==> src/rtl/mem_arbiter.sv <==
// mem_arbiter: two-port (instruction/data) arbiter onto one single-port synchronous memory.
// Define ARB_RR_EN for round-robin arbitration; default is fixed priority (data over instruction).
module mem_arbiter #(
  parameter int WORD = 32,
  parameter int ADDR = 16
) (
  input  logic            clk,
  input  logic            rst_n,
  input  logic            i_req,
  input  logic [ADDR-1:0] i_addr,
  output logic            i_gnt,
  output logic            i_rvalid,
  output logic [WORD-1:0] i_rdata,
  input  logic            d_req,
  input  logic            d_we,
  input  logic [ADDR-1:0] d_addr,
  input  logic [WORD-1:0] d_wdata,
  output logic            d_gnt,
  output logic            d_rvalid,
  output logic [WORD-1:0] d_rdata,
  output logic [ADDR-1:0] mem_A,
  output logic            mem_W,
  output logic [WORD-1:0] mem_D,
  input  logic [WORD-1:0] mem_Q
);
  typedef enum logic [1:0] {NONE, RESP_I, RESP_D} owner_t;
  owner_t r_owner, w_owner_nxt;
  logic   w_d_first;
`ifdef ARB_RR_EN
  logic r_last;
  // r_last=1 means the data port won most recently
  always_ff @(posedge clk)
    if (!rst_n) r_last <= 1'b0;
    else if (i_gnt || d_gnt) r_last <= d_gnt;
  assign w_d_first = ~r_last;
`else
  assign w_d_first = 1'b1;
`endif
  always_comb begin
    d_gnt = rst_n & d_req & (~i_req | w_d_first);
    i_gnt = rst_n & i_req & ~d_gnt;
    mem_A = d_gnt ? d_addr : i_addr;
    mem_W = d_gnt & d_we;
    mem_D = d_wdata;
  end
  always_ff @(posedge clk)
    if (!rst_n) r_owner <= NONE;
    else r_owner <= w_owner_nxt;
  always_comb
    w_owner_nxt = i_gnt ? RESP_I : (d_gnt && !d_we) ? RESP_D : NONE;
  // rst_n gating drops a response whose read was granted just before reset
  always_comb begin
    i_rvalid = rst_n && (r_owner == RESP_I);
    d_rvalid = rst_n && (r_owner == RESP_D);
    i_rdata  = mem_Q;
    d_rdata  = mem_Q;
  end
endmodule

==> config.mk <==
export PLATFORM = sky130hd
export DESIGN_NAME = mem_arbiter
export DESIGN_NICKNAME = d
export VERILOG_FILES = /design/src/rtl/mem_arbiter.sv
export SDC_FILE = /design/constraint.sdc
export NUM_CORES = 1
export LEC_CHECK = 0
export ABC_CLOCK_PERIOD_IN_PS = 1400
export CAP_MARGIN = 20
export CORE_AREA = 2 2 84 86
export CTS_CLUSTER_SIZE = 12
export DETAILED_ROUTE_END_ITERATION = 16
export DIE_AREA = 0 0 86 88
export PLACE_DENSITY = 0.76
export SYNTH_ARGS = -nofsm -noshare
export SYNTH_HDL_FRONTEND = slang
export SYNTH_SLANG_ARGS = --single-unit
export TNS_END_PERCENT = 30
==> constraint.sdc <==
create_clock -name clk -period 1.4 [get_ports clk]
set_input_delay 0.28 -clock clk [delete_from_list [all_inputs] [get_ports clk]]
set_output_delay 0.28 -clock clk [all_outputs]
set_load 0.01 [all_outputs]
# Word level (Yosys, flattened, before mapping)
# Index checks and enable logic that the tools add are counted.
# word_totals
regBits	2
inputBits	101
output_inout_bits	117
wordCells	18
# op_classes
reduce_logical	5
n_eq_ne	2
mux	3
n_bitwise	6
# op_table
cell	n
two-way mux 16 bit	1
AND 1 bit	4
logical AND 1 bit	3
== test 2 x 1 -> 1 bit (second input constant)	1
== test 2 bit (second input constant)	1
two-way mux 2 bit	1
inverter 1 bit	2
OR reduction 2 bit	1
logical NOT 1 bit	1
two-way mux 1 bit	1

# Longest topological paths before layout
# Gate-level depths: netlist of run 1.
# depth
depth_word	4
ltp_mapped	3
mapped_depth_nobuf	2

# Least setup slack after synthesis of run 1
# No wires, ideal clock.
# synth_timing
kind	input -> output
from	input port rst_n
to	output port mem_A[10]
arrival_time_ps	862
path_slack_ps	258
path_buffers	1
stages	3
t_required_ps	1120
path_cell_list	nand2_4 > buf_6 > mux2_4
# synth_via
elab_chain_cells	2
# synth_lines
element	line_no	source
from (decl)	8	input logic rst_n,
AND 1 bit	40	d_gnt = rst_n & d_req & (~i_req | w_d_first);
two-way mux 16 bit	42	mem_A = d_gnt ? d_addr : i_addr;
to (decl)	21	output logic [ADDR-1:0] mem_A,
# No other way between the ends.

# Worst setup path after layout of run 1
# layout_timing
from	input port d_addr[1]
to	output port mem_A[1]
# layout_via
elab_chain_cells	1
# layout_lines
element	line_no	source
from (decl)	16	input logic [ADDR-1:0] d_addr,
two-way mux 16 bit	42	
# No other way between the ends.

==> results.json, run 1 <==
{
  "status": "finished clean",
  "slew_headroom_pct": 91.8,
  "hold_start": "d_req",
  "grt_pass1_wl_microns": 3540,
  "start_util_pct": 15.6,
  "route.detailed.drc": 0,
  "end_kind": "output pin",
  "synth_warnings": 0,
  "core_area_sq_um": 6640,
  "seq_area_frac_synth_pct": 3.87,
  "grt_max_degree": 8,
  "place_hpwl_microns": 2320,
  "dpl-instance-area_sq_um": 988,
  "io_pins": 218,
  "drive_above_1_share_pct": 51.0,
  "p_per_area_nw_per_um2": 543,
  "routed_via_density": 3.38,
  "holdPathEnd": "r_owner[0]",
  "crit_path_start_kind": "input port",
  "grt-ovfl-total": 0,
  "die_height_microns": 88,
  "antenna_found_initial": 0,
  "gp_congestion": 0.615,
  "dr.first_iter.drc_count": 6,
  "synth_top_cells_by_count": "96 x buf_4, 8 x mux2_2, 8 x mux2_4",
  "final_cell_area_sq_um": 1040,
  "finalMaxSlewViolations": 0,
  "cts_root_buffer": "clkbuf_8",
  "netlist.area_leader.share_pct": 69.6,
  "synth_edf_count": 0,
  "yosysTopAreaCell": "buf_4",
  "pre_cts_ws_ns": -0.770,
  "max-vdd-ir-drop_mv": 0.503,
  "cts_buffer_depth": 2,
  "antenna_left": 0,
  "grtUsageTotal_pct": 6.57,
  "drt-pass1-iter-count": 2,
  "layout.nets": 201,
  "tns_ns": 0,
  "io_buffers": 57,
  "critPathRequiredTime_ns": 1.12,
  "rsz0062_at_grt": "true",
  "htree_levels": 1,
  "period_share_pct": 98.0,
  "syn-instance-count": 125,
  "finalSetupViolCount": 0,
  "critPathArrivalTime_ns": 1.09,
  "hold_viol": 0,
  "async_flop_share_pct": 0,
  "tightest_slew_ns": 0.123,
  "die_w_microns": 86,
  "largest_register_ffs": 2,
  "min_path_cells": 3,
  "synth_cell_types": 11,
  "cap_violations": 0,
  "synth-seq-cells": 2,
  "antenna_cells": 0,
  "syn_avg_cell_area_sq_um": 8.28,
  "cts_num_sinks": 2,
  "setup_ws_ns": 0.0280,
  "power_uw": 566,
  "ys_top_cells_by_area": "buf_4 70%, mux2_4 12%, mux2_2 8.7%",
  "netlist_area_sq_um": 1030,
  "top_regs": "r_owner x2",
  "critical_path_class": "in -> out",
  "min_period_ns": 1.37,
  "leakagePower_nw": 0.516,
  "crit_fanout": 1,
  "rows": 30,
  "synthFlopType": "dfxtp_1",
  "fmax_mhz": 729,
  "clkTransAtPathRegs_ns": 0.03,
  "numCtsBuffers": 3,
  "hold_slack_ns": 0.412,
  "cts_tree": "built",
  "synth_most_common_cell": "buf_4",
  "routed_wl_microns": 2860,
  "syn_to_final_growth_pct": 0.726,
  "vias": 601,
  "wire_per_inst_microns": 16.0,
  "cts_hold_buf": 0,
  "largest_register": "r_owner",
  "synthesis.nets": 226,
  "min_path_type": "in -> reg",
  "die-area_sq_um": 7570,
  "grt_pass1_vias": 647
}
[worst max-delay path, cell delays in order]
cell and delay [ns]:
clkdlybuf4s50_1 0.40, mux2_4 0.27, buf_2 0.14
[where the power goes]
part | total, mW | internal (mW) | switching [mW]
Clock | 0.223 | 0.181 | 0.0411
Combinational | 0.283 | 0.185 | 0.0978
Sequential | 0.0606 | 0.0598 | 0.000801
[placed cells by master, fill, tap and decap left out]
| cell | count |
|---|---|
| mux2_2 | 6 |
| nand2_8 | 1 |
| mux2_4 | 10 |
| dfxtp_1 | 2 |
| nand2_4 | 2 |
| buf_2 | 15 |
| nor2_1 | 4 |
| inv_1 | 1 |
| nand2_1 | 2 |
| clkdlybuf4s50_1 | 29 |
| dlymetal6s2s_1 | 3 |
| buf_4 | 9 |
| buf_6 | 4 |
| and3b_1 | 1 |
| and3_1 | 1 |
| clkbuf_8 | 3 |
| dlygate4sd2_1 | 5 |
[cell families after synthesis]
logic type    after synthesis  synth area share, %
buf+inv                    98                 71.1
flops                       2                 3.87
mux                        16                 20.3
simple gates                9                 4.72
[through the flow]
step                cells  util [%]
detailed placement    167      14.9
finish                178      15.7
global placement      167      14.9
floorplan             125         -
CTS                   178      15.3
global route          178      15.7
[per-layer routing]
metal	GRT usage [%]	share of wire, %	wire length (microns)
met1	4.80	25	726
met2	11.1	48	1360
met3	3.30	16	469
met4	8.23	10	297
met5	0	0	0
[worst max-delay path by stage]
stage | startpoint | to | cells past startpoint
2_1_floorplan | rst_n | mem_A[10] | 3
3_3_place_gp | rst_n | mem_A[5] | 4
3_5_place_dp | rst_n | mem_A[5] | 4
4_1_cts | d_addr[6] | mem_A[6] | 3
5_1_grt | d_addr[12] | mem_A[12] | 3
6_report | d_addr[1] | mem_A[1] | 3
[repair_timing]
item                                    CTS  global route
buffers inserted                          6             0
resized for setup                        95             7
pin swaps                                 2             0
gates cloned                              2             0
endpoints found under the setup margin   21             7
[area by class of cell]
cell class / count / area (sq um)
flip-flops and latches: 2 / 40.0
inverters: 1 / 3.75
well taps: 80 / 100
fillers: 757 / 5600
repair buffers: 65 / 559
multi-input cells: 27 / 298
clock buffers: 3 / 41.3
Power figures use the tool's default switching activity.
==> inputs of run 2 (changes only) <==
Settings changed: SETUP_SLACK_MARGIN from default to 0.1.
==> run 2 against run 1 <==
Cell count increased by 0.56%. Hold slack got worse by 0.036 ns. Cell area increased by 12%. Die area unchanged. Wire length increased by 3.0%. Via count increased by 1.8%. Worst setup slack improved by 0.016 ns. Critical path type unchanged. Highest routed layer unchanged.
==> results.json, run 2 (same netlist as run 1, synthesis figures left out) <==
{
  "cts_hold_buf": 0,
  "critPathRequiredTime_ns": 1.12,
  "rsz0062_at_grt": "true",
  "final_cell_area_sq_um": 1160,
  "drive_above_1_share_pct": 51.5,
  "io_buffers": 57,
  "routed_via_density": 3.42,
  "crit_path_start_kind": "input port",
  "met3_usage_pct": 3.11,
  "grtUsageTotal_pct": 6.78,
  "multi_input_area_sq_um": 329,
  "drt-pass1-iter-count": 2,
  "largest_register_ffs": 2,
  "crit_fanout": 1,
  "fmax_mhz": 737,
  "layout.nets": 202,
  "largest_register": "r_owner",
  "dr.first_iter.drc_count": 4,
  "die_w_microns": 86,
  "route.detailed.drc": 0,
  "critical_path_class": "in -> out",
  "antenna_cells": 0,
  "vias": 612,
  "min_period_ns": 1.36,
  "cts_buffer_depth": 2,
  "end_kind": "output pin",
  "pre_cts_ws_ns": -0.770,
  "hold_slack_ns": 0.376,
  "path_delay_family": "buffers and inverters",
  "grt_pass1_vias": 661,
  "grt_pass1_wl_microns": 3680,
  "final_common_cell": "dlygate4sd2_1",
  "dpl-instance-area_sq_um": 988,
  "p_per_area_nw_per_um2": 522,
  "routed_wl_microns": 2940,
  "tightest_slew_ns": 0.117,
  "use_met1_pct": 4.97,
  "cts_root_buffer": "clkbuf_8",
  "crit_path_top_delay_cell": "clkdlybuf4s50_1",
  "min_path_type": "in -> reg",
  "syn_to_final_growth_pct": 12.5,
  "htree_levels": 1,
  "antenna_found_initial": 0,
  "die_height_microns": 88,
  "final_cell_mix": "33 x dlygate4sd2_1, 20 x buf_6, 16 x mux2_4",
  "max-vdd-ir-drop_mv": 0.512,
  "cpPeakStageDelay_ns": 0.40,
  "final_util_pct": 17.5,
  "slew_headroom_pct": 92.2,
  "cts_tree": "built",
  "antenna_left": 0,
  "gp_congestion": 0.615,
  "status": "finished clean",
  "grt-ovfl-total": 0,
  "io_pins": 218,
  "grt_max_degree": 8,
  "dpl.cell_count": 167,
  "cts_num_sinks": 2,
  "top_regs": "r_owner x2",
  "hold_viol": 0,
  "path_cells": "clkdlybuf4s50_1, mux2_4, buf_6",
  "crit_buf_inv": 2,
  "start_util_pct": 15.6,
  "fill_cells": 754,
  "finalSetupViolCount": 0,
  "cap_violations": 0,
  "die-area_sq_um": 7570,
  "rows": 30,
  "instances_no_fill": 179,
  "grt_util_met2_pct": 11.8,
  "core_area_sq_um": 6640,
  "period_share_pct": 96.9,
  "clkTransAtPathRegs_ns": 0.03,
  "place_hpwl_microns": 2320,
  "leakagePower_nw": 0.626,
  "regArea_sq_um": 40.0,
  "critPathArrivalTime_ns": 1.08,
  "tns_ns": 0,
  "setup_ws_ns": 0.0437,
  "grt.busiest_layer": "met2",
  "power_uw": 607,
  "numCtsBuffers": 3,
  "wire_per_inst_microns": 16.4,
  "finalMaxSlewViolations": 0
}
-- run 2: layer usage --
| layer | vias up | wire, microns | part of all wire [%] |
|---|---|---|---|
| li1 | 246 | - | - |
| met1 | 246 | 767 | 26 |
| met2 | 71 | 1420 | 48 |
| met3 | 49 | 453 | 15 |
| met4 | 0 | 297 | 10 |
| met5 | - | 0 | 0 |
-- run 2: cell type report --
class	instances	area share (%)
timing repair buffer	66	55.8
multi-input combinational	27	28.3
tap	80	8.60
clock buffer	3	3.55
sequential	2	3.44
inverter	1	0.323
-- run 2: power by group --
group | total, mW | internal [mW] | switching (mW)
combinational | 0.324 | 0.212 | 0.112
clock | 0.223 | 0.181 | 0.0414
sequential | 0.0606 | 0.0598 | 0.000801
total | 0.607 | 0.453 | 0.154
-- run 2: worst paths after layout --
check       from         end  depth (start not counted)
max    i_addr[6]    mem_A[6]                          3
min         d_we  r_owner[1]                          2
-- run 2: what timing repair did --
| item | 4_1_cts | 5_1_grt |
|---|---|---|
| gates resized for setup | 153 | 7 |
| pin swaps | 5 | 0 |
| endpoints found under the setup margin | 21 | 6 |
| cloned | 2 | 0 |
| buffers inserted | 7 | 0 |
